[src/rtl/rv_loader_pkg.sv]
// Shared definitions for the instruction-memory program loader.
package rv_loader_pkg;

    // Frame parser states.
    typedef enum logic [2:0] {
        ST_IDLE,
        ST_CNT_LO,
        ST_CNT_HI,
        ST_DATA,
        ST_WRITE,
        ST_CHK,
        ST_DONE,
        ST_ERR
    } loader_state_t;

    // Frame field definitions.
    localparam logic [7:0] LOADER_MAGIC   = 8'hA5;
    localparam int         CNT_W          = 16;
    localparam int         WORD_W         = 32;
    localparam int         BYTES_PER_WORD = 4;
    localparam int         BIDX_W         = 2;

endpackage

[src/rtl/rv_word_asm.sv]
// Little-endian byte-to-word assembler: the first byte lands in word[7:0].
module rv_word_asm
    import rv_loader_pkg::*;
(
    input  logic              clk,
    input  logic              rst_n,
    input  logic              clear,
    input  logic              byte_valid,
    input  logic [7:0]        byte_in,
    output logic [WORD_W-1:0] word,
    output logic [BIDX_W-1:0] byte_idx,
    output logic              word_valid
);

    // Holds the first three bytes; the fourth is taken straight from byte_in.
    logic [WORD_W-9:0] shift;

    // Shift accepted bytes in from the top and advance the byte index.
    always_ff @(posedge clk) begin
        if (!rst_n || clear) begin
            shift    <= '0;
            byte_idx <= '0;
        end else if (byte_valid) begin
            shift    <= {byte_in, shift[WORD_W-9:8]};
            byte_idx <= byte_idx + BIDX_W'(1);
        end
    end

    assign word       = {byte_in, shift};
    assign word_valid = byte_valid && (byte_idx == BIDX_W'(BYTES_PER_WORD - 1));

endmodule

[src/rtl/rv_prog_loader.sv]
// Framed byte-stream loader for the core's instruction memory; holds the
// core in reset until a frame completes with a matching XOR checksum.
module rv_prog_loader
    import rv_loader_pkg::*;
#(
    parameter int ADDR_W      = 16,
    parameter int BASE_ADDR   = 0,
    parameter int TIMEOUT_CYC = 1_000_000
) (
    input  logic              clk,
    input  logic              rst_n,
    input  logic              in_valid,
    input  logic [7:0]        in_data,
    output logic              in_ready,
    output logic              instr_wr_en,
    output logic [ADDR_W-1:0] instr_addr_out,
    output logic [WORD_W-1:0] instr_out,
    output logic              core_rst_n,
    output logic              load_done,
    output logic              load_err
);

    localparam int              TMO_W     = $clog2(TIMEOUT_CYC + 1);
    localparam logic [TMO_W-1:0] TMO_LAST = TMO_W'(TIMEOUT_CYC - 1);
    localparam logic [TMO_W-1:0] TMO_MAX  = TMO_W'(TIMEOUT_CYC);
    // Largest word count that fits between BASE_ADDR and the top of memory.
    localparam logic [63:0]     MAX_WORDS = (64'd1 << (ADDR_W - 2)) - 64'(BASE_ADDR / 4);

    loader_state_t     state, state_next;
    logic [7:0]        cnt_lo;
    logic [CNT_W-1:0]  count;
    logic [CNT_W-1:0]  word_idx;
    logic [CNT_W-1:0]  word_idx_inc;
    logic [7:0]        xor_acc;
    logic [TMO_W-1:0]  tmo_cnt;
    logic              accept;
    logic              counting;
    logic              tmo_expire;
    logic              entering_cnt_lo;
    logic              asm_clear;
    logic              asm_byte_valid;
    logic [WORD_W-1:0] asm_word;
    logic [BIDX_W-1:0] asm_byte_idx;
    logic              asm_word_valid;

    assign in_ready        = rst_n && (state != ST_WRITE);
    assign accept          = in_valid && in_ready;
    assign counting        = (state == ST_CNT_LO) || (state == ST_CNT_HI) ||
                             (state == ST_DATA)   || (state == ST_CHK);
    // An accepted byte in the expiry cycle wins over the timeout.
    assign tmo_expire      = counting && !accept && (tmo_cnt >= TMO_LAST);
    assign word_idx_inc    = word_idx + CNT_W'(1);
    assign entering_cnt_lo = (state_next == ST_CNT_LO) && (state != ST_CNT_LO);
    assign asm_clear       = (state == ST_CNT_LO);
    assign asm_byte_valid  = accept && (state == ST_DATA);

    rv_word_asm u_word_asm (
        .clk        (clk),
        .rst_n      (rst_n),
        .clear      (asm_clear),
        .byte_valid (asm_byte_valid),
        .byte_in    (in_data),
        .word       (asm_word),
        .byte_idx   (asm_byte_idx),
        .word_valid (asm_word_valid)
    );

    // State register.
    always_ff @(posedge clk) begin
        if (!rst_n) state <= ST_IDLE;
        else        state <= state_next;
    end

    // Next-state decode for the frame parser.
    always_comb begin
        state_next = state;
        case (state)
            ST_IDLE: begin
                if (accept && in_data == LOADER_MAGIC) state_next = ST_CNT_LO;
            end
            ST_CNT_LO: begin
                if (accept)          state_next = ST_CNT_HI;
                else if (tmo_expire) state_next = ST_ERR;
            end
            ST_CNT_HI: begin
                if (accept) begin
                    if ({48'd0, in_data, cnt_lo} > MAX_WORDS) state_next = ST_ERR;
                    else if ({in_data, cnt_lo} == '0)          state_next = ST_CHK;
                    else                                       state_next = ST_DATA;
                end else if (tmo_expire) begin
                    state_next = ST_ERR;
                end
            end
            ST_DATA: begin
                if (accept) begin
                    if (asm_byte_idx == BIDX_W'(BYTES_PER_WORD - 1)) state_next = ST_WRITE;
                end else if (tmo_expire) begin
                    state_next = ST_ERR;
                end
            end
            ST_WRITE: begin
                state_next = (word_idx_inc == count) ? ST_CHK : ST_DATA;
            end
            ST_CHK: begin
                if (accept)          state_next = (in_data == xor_acc) ? ST_DONE : ST_ERR;
                else if (tmo_expire) state_next = ST_ERR;
            end
            ST_DONE, ST_ERR: begin
                if (accept && in_data == LOADER_MAGIC) state_next = ST_CNT_LO;
            end
            default: state_next = ST_IDLE;
        endcase
    end

    // Frame bookkeeping: count capture, word index, running XOR, idle timer.
    always_ff @(posedge clk) begin
        if (state == ST_CNT_LO && accept) cnt_lo <= in_data;
        if (state == ST_CNT_HI && accept) count  <= {in_data, cnt_lo};

        if (!rst_n || state == ST_CNT_LO) word_idx <= '0;
        else if (state == ST_WRITE)       word_idx <= word_idx_inc;

        if (!rst_n || entering_cnt_lo)
            xor_acc <= '0;
        else if (accept && (state == ST_CNT_LO || state == ST_CNT_HI || state == ST_DATA))
            xor_acc <= xor_acc ^ in_data;

        if (!rst_n || accept)                  tmo_cnt <= '0;
        else if (counting && tmo_cnt != TMO_MAX) tmo_cnt <= tmo_cnt + TMO_W'(1);
    end

    // Registered write port: strobe, address and word land together.
    always_ff @(posedge clk) begin
        if (!rst_n) begin
            instr_wr_en    <= 1'b0;
            instr_addr_out <= ADDR_W'(BASE_ADDR);
            instr_out      <= '0;
        end else begin
            instr_wr_en <= 1'b0;
            if (asm_word_valid) begin
                instr_wr_en    <= 1'b1;
                instr_addr_out <= ADDR_W'(BASE_ADDR) + ADDR_W'({word_idx, 2'b00});
                instr_out      <= asm_word;
            end
        end
    end

    // Status and core reset follow the state being entered.
    always_ff @(posedge clk) begin
        if (!rst_n) begin
            core_rst_n <= 1'b0;
            load_done  <= 1'b0;
            load_err   <= 1'b0;
        end else if (state_next != state) begin
            case (state_next)
                ST_CNT_LO: begin
                    core_rst_n <= 1'b0;
                    load_done  <= 1'b0;
                    load_err   <= 1'b0;
                end
                ST_DONE: begin
                    core_rst_n <= 1'b1;
                    load_done  <= 1'b1;
                end
                ST_ERR: begin
                    core_rst_n <= 1'b0;
                    load_err   <= 1'b1;
                end
                default: ;
            endcase
        end
    end

endmodule

[config.mk]
export PLATFORM = sky130hd
export DESIGN_NAME = rv_prog_loader
export DESIGN_NICKNAME = d
export VERILOG_FILES = /design/src/rtl/rv_loader_pkg.sv /design/src/rtl/rv_word_asm.sv /design/src/rtl/rv_prog_loader.sv
export SDC_FILE = /design/constraint.sdc
export NUM_CORES = 1
export LEC_CHECK = 0
export BUFFER_PORTS_ARGS = -buffer_cell sky130_fd_sc_hd__buf_2
export CORE_ASPECT_RATIO = 0.75
export CORE_UTILIZATION = 30
export DETAILED_ROUTE_END_ITERATION = 12
export SETUP_SLACK_MARGIN = 0.3
export SYNTH_ARGS = -nofsm -noshare
export SYNTH_HDL_FRONTEND = slang
export SYNTH_SLANG_ARGS = --single-unit
[constraint.sdc]
create_clock -name clk -period 2.36 [get_ports clk]
set_input_delay 0.118 -clock clk [delete_from_list [all_inputs] [get_ports clk]]
set_output_delay 0.118 -clock clk [all_outputs]
set_load 0.005 [all_outputs]
==> flow_metrics.tcl <==
set metrics [dict create \
    status "completed" \
    wl_met3_um 1200 \
    io_buffers 61 \
    skew_ns 0.0149 \
    ant_nets 0 \
    clock_path_buffers 2 \
    cp_num_buf_inv 3 \
    cpPeakStageDelay_ns 0.45 \
    synth_edf_count 24 \
    drv_slew 0 \
    vias 5531 \
    switching_share_pct 25.2 \
    power_leakage_nw 3.14 \
    utilization_pct 39.7 \
    worstSetupEndpointType "register" \
    clkTransAtPathRegs_ns 0.07 \
    antennaDiodeCount 0 \
    final_nets 856 \
    setup_tns_ns 0 \
    ys_seq_area_share_pct 48.8 \
    grt_pass1_vias 5086 \
    grt_use_total_pct 15.6 \
    grt_pass1_wl_um 26800 \
    power_density_nw_per_um2 647 \
    via_per_inst 4.84 \
    finalWeightedCongestion 0.846 \
    die_x_um 172 \
    worstPathRequired_ns 2.69 \
    fmax_mhz 455 \
    cts_root_buf "clkbuf_16" \
    cts.sinks 147 \
    drtIter0Drc 374 \
    die-area_um2 22300 \
    finalWorstSetupSlack_ns 0.161 \
    cts_tree "yes" \
    dp_cells 1086 \
    route.detailed.drc 0 \
    crit_path_cell_trace "buf_4 -> or3b_4 -> nor2_4 -> o32a_1 -> nor3_1 -> buf_4 -> o41ai_4 -> buf_6 -> nor2_1" \
    rsz0062_at_grt "true" \
    area_growth_pct 29.4 \
    synth_top_area_cell "dfxtp_1" \
    grt_max_degree 47 \
    ys_ff_latch 147 \
    first_pass_iters 5 \
    slowest_stage "or3b_4" \
    ios 64 \
    synth.area.top_cells "dfxtp_1, edfxtp_1, nand2_1" \
    wl_met1_um 8450 \
    hp-class "in2reg" \
    synthArstFlopShare_pct 0 \
    finalHoldViolations 0 \
    setup.worst_path.class "reg2reg" \
    fp-row-count 46 \
    syn_area_um2 6520 \
    initial_core_util_pct 30.7 \
    synth_top_area_share_pct 37.8 \
    clkLatencyLatePin_ns 0.44 \
    cp_common_cell "buf_4" \
    peakVddDrop_uv 445 \
    synth_ff_type "dfxtp_1" \
    p_int_mw 4.08 \
    die_h_um 130 \
    power_mw 5.46 \
    slew_headroom_pct 42.9 \
    coreArea_um2 21200 \
    ys_types 68 \
    cap_violations 0 \
    post-place-ws_ns 0.120 \
    yosys_warnings 0 \
    comb_power_share_pct 2.4 \
    min_period_ns 2.20 \
    antenna_found_initial 0 \
    power.switching_mw 1.38 \
    dr_wl_met2_um 7060 \
    totalWireLength_um 16900 \
    htreeDepth 4 \
    fin_crit_sh_pct 93.2 \
    synthCells 736 \
    arrival_ns 2.52 \
    seqPwrFrac_pct 46.4 \
    final_cells 1142 \
    critPathTopFamily "simple AND/OR/NAND/NOR gates" \
    cts_inserted_buffers 17 \
    setup_viol 0 \
    pwr-share-clk_pct 51.2 \
    worst_pin_slew_ns 0.857 \
    worstPathMaxFanout 11 \
    grt.overflow.total 0 \
    routedWlPerCell_um 14.8 \
    dp_hpwl_um 11300 \
    drive_gt1_share_pct 25.8 \
    crit_path_start_kind "register" \
    highest_layer "met4" \
    syn_area_per_cell_um2 8.86 \
]
[synth_stat cells (all sizes together), types with 3 or more instances]
master,instances
nand2,176
dfxtp,123
nor2,58
xnor2,36
a21oi,35
clkbuf,34
nand3,34
a21boi,28
xor2,28
edfxtp,24
nor4,14
nand4,13
buf,12
nor3,11
o21ai,11
or3,9
and3,7
inv,7
nand3b,7
and2,6
and4,5
a211oi,4
ha,4
mux2i,3
nor2b,3
nor3b,3
or4,3
[path summary, 6_finish.rpt]
| check | start | end | slack, ns | cells after the start |
|---|---|---|---|---|
| worst min-delay path | in_data[3] | cnt_lo[3] | 0.06 | 2 |
| worst max register to register | state[1] | xor_acc[6] | 0.16 | 9 |
| worst max-delay path | state[1] | xor_acc[6] | 0.16 | 9 |
| worst min register to register | instr_out[15] | instr_out[15] | 0.46 | 2 |
[repair_timing]
action / CTS / global route
hold buffers: 2 / 0
endpoints found under the hold margin: 4 / 0
pin swaps: 8 / 18
gates resized for setup: 25 / 26
endpoints found under the setup margin: 30 / 30
setup buffers: 12 / 10
[layout by cell type, fill, tap and decap left out, types with 3 or more instances in the layout]
master	n
edfxtp_1	24
nor4_2	5
o21ai_0	4
xnor2_1	35
nand2_1	176
clkbuf_16	18
nor4_4	6
nor4_1	3
inv_8	6
a21boi_0	28
a21oi_1	33
buf_4	65
buf_2	61
inv_1	5
or3_4	3
o21ai_1	6
nand3b_1	7
and2_1	6
or3_1	6
and4_1	5
nor3_1	8
nand4_1	13
dfxtp_1	108
buf_6	3
nor3_2	3
dfxtp_4	5
nor2b_1	3
clkinv_8	4
xor2_1	28
dfxtp_2	10
nor2_1	57
mux2i_1	3
nand3_1	32
and3_1	7
[layout make-up]
class	count	area, um2
Fill cell	2095	12800
Multi-Input combinational cell	537	3360
Sequential cell	147	3210
Timing Repair Buffer	131	847
Clock buffer	18	450
Tap cell	288	360
Clock inverter	14	175
Inverter	7	26.3
[stage by stage]
step | hold slack [ns] | instance area [um2]
after floorplan | 0.217 | 6610
after global placement | 0.388 | 7410
after detailed placement | 0.390 | 7410
after CTS | 0.0483 | 8250
after global routing | 0.0569 | 8430
final | 0.0591 | 8430
[metal layers]
layer / track usage (%) / vias up
li1: - / 2731
met1: 22.8 / 2580
met2: 21.6 / 197
met3: 4.58 / 23
met4: 5.05 / 0
met5: 0 / -
[logic make-up (layout without fill, tap and decap cells)]
logic type,after synthesis,in the layout,share of synthesized area [%]
compound gates,102,102,10.9
xor+xnor,65,65,8.95
fa+ha+maj,4,4,0.768
buf+inv,53,170,3.53
flops,147,147,48.8
mux,3,3,0.461
other cells,1,2,0.0575
simple gates,361,361,26.5
[state kept, by name (all words and copies together) (netlist names), 2 cells and up]
register             cells
tmo_cnt                 20
instr_out               32
xor_acc                  8
instr_addr_out          14
u_word_asm.shift        24
state                    3
word_idx                16
u_word_asm.byte_idx      2
count                   16
cnt_lo                   8
[power groups by stage]
stage	logic [mW]	registers [mW]	clock network (mW)
2_1_floorplan	0.0639	2.60	0
3_3_place_gp	0.124	2.60	0
3_5_place_dp	0.124	2.60	0
4_1_cts	0.128	2.54	2.85
5_1_grt	0.139	2.53	2.97
6_report	0.129	2.53	2.80
Power figures use the tool's default switching activity.
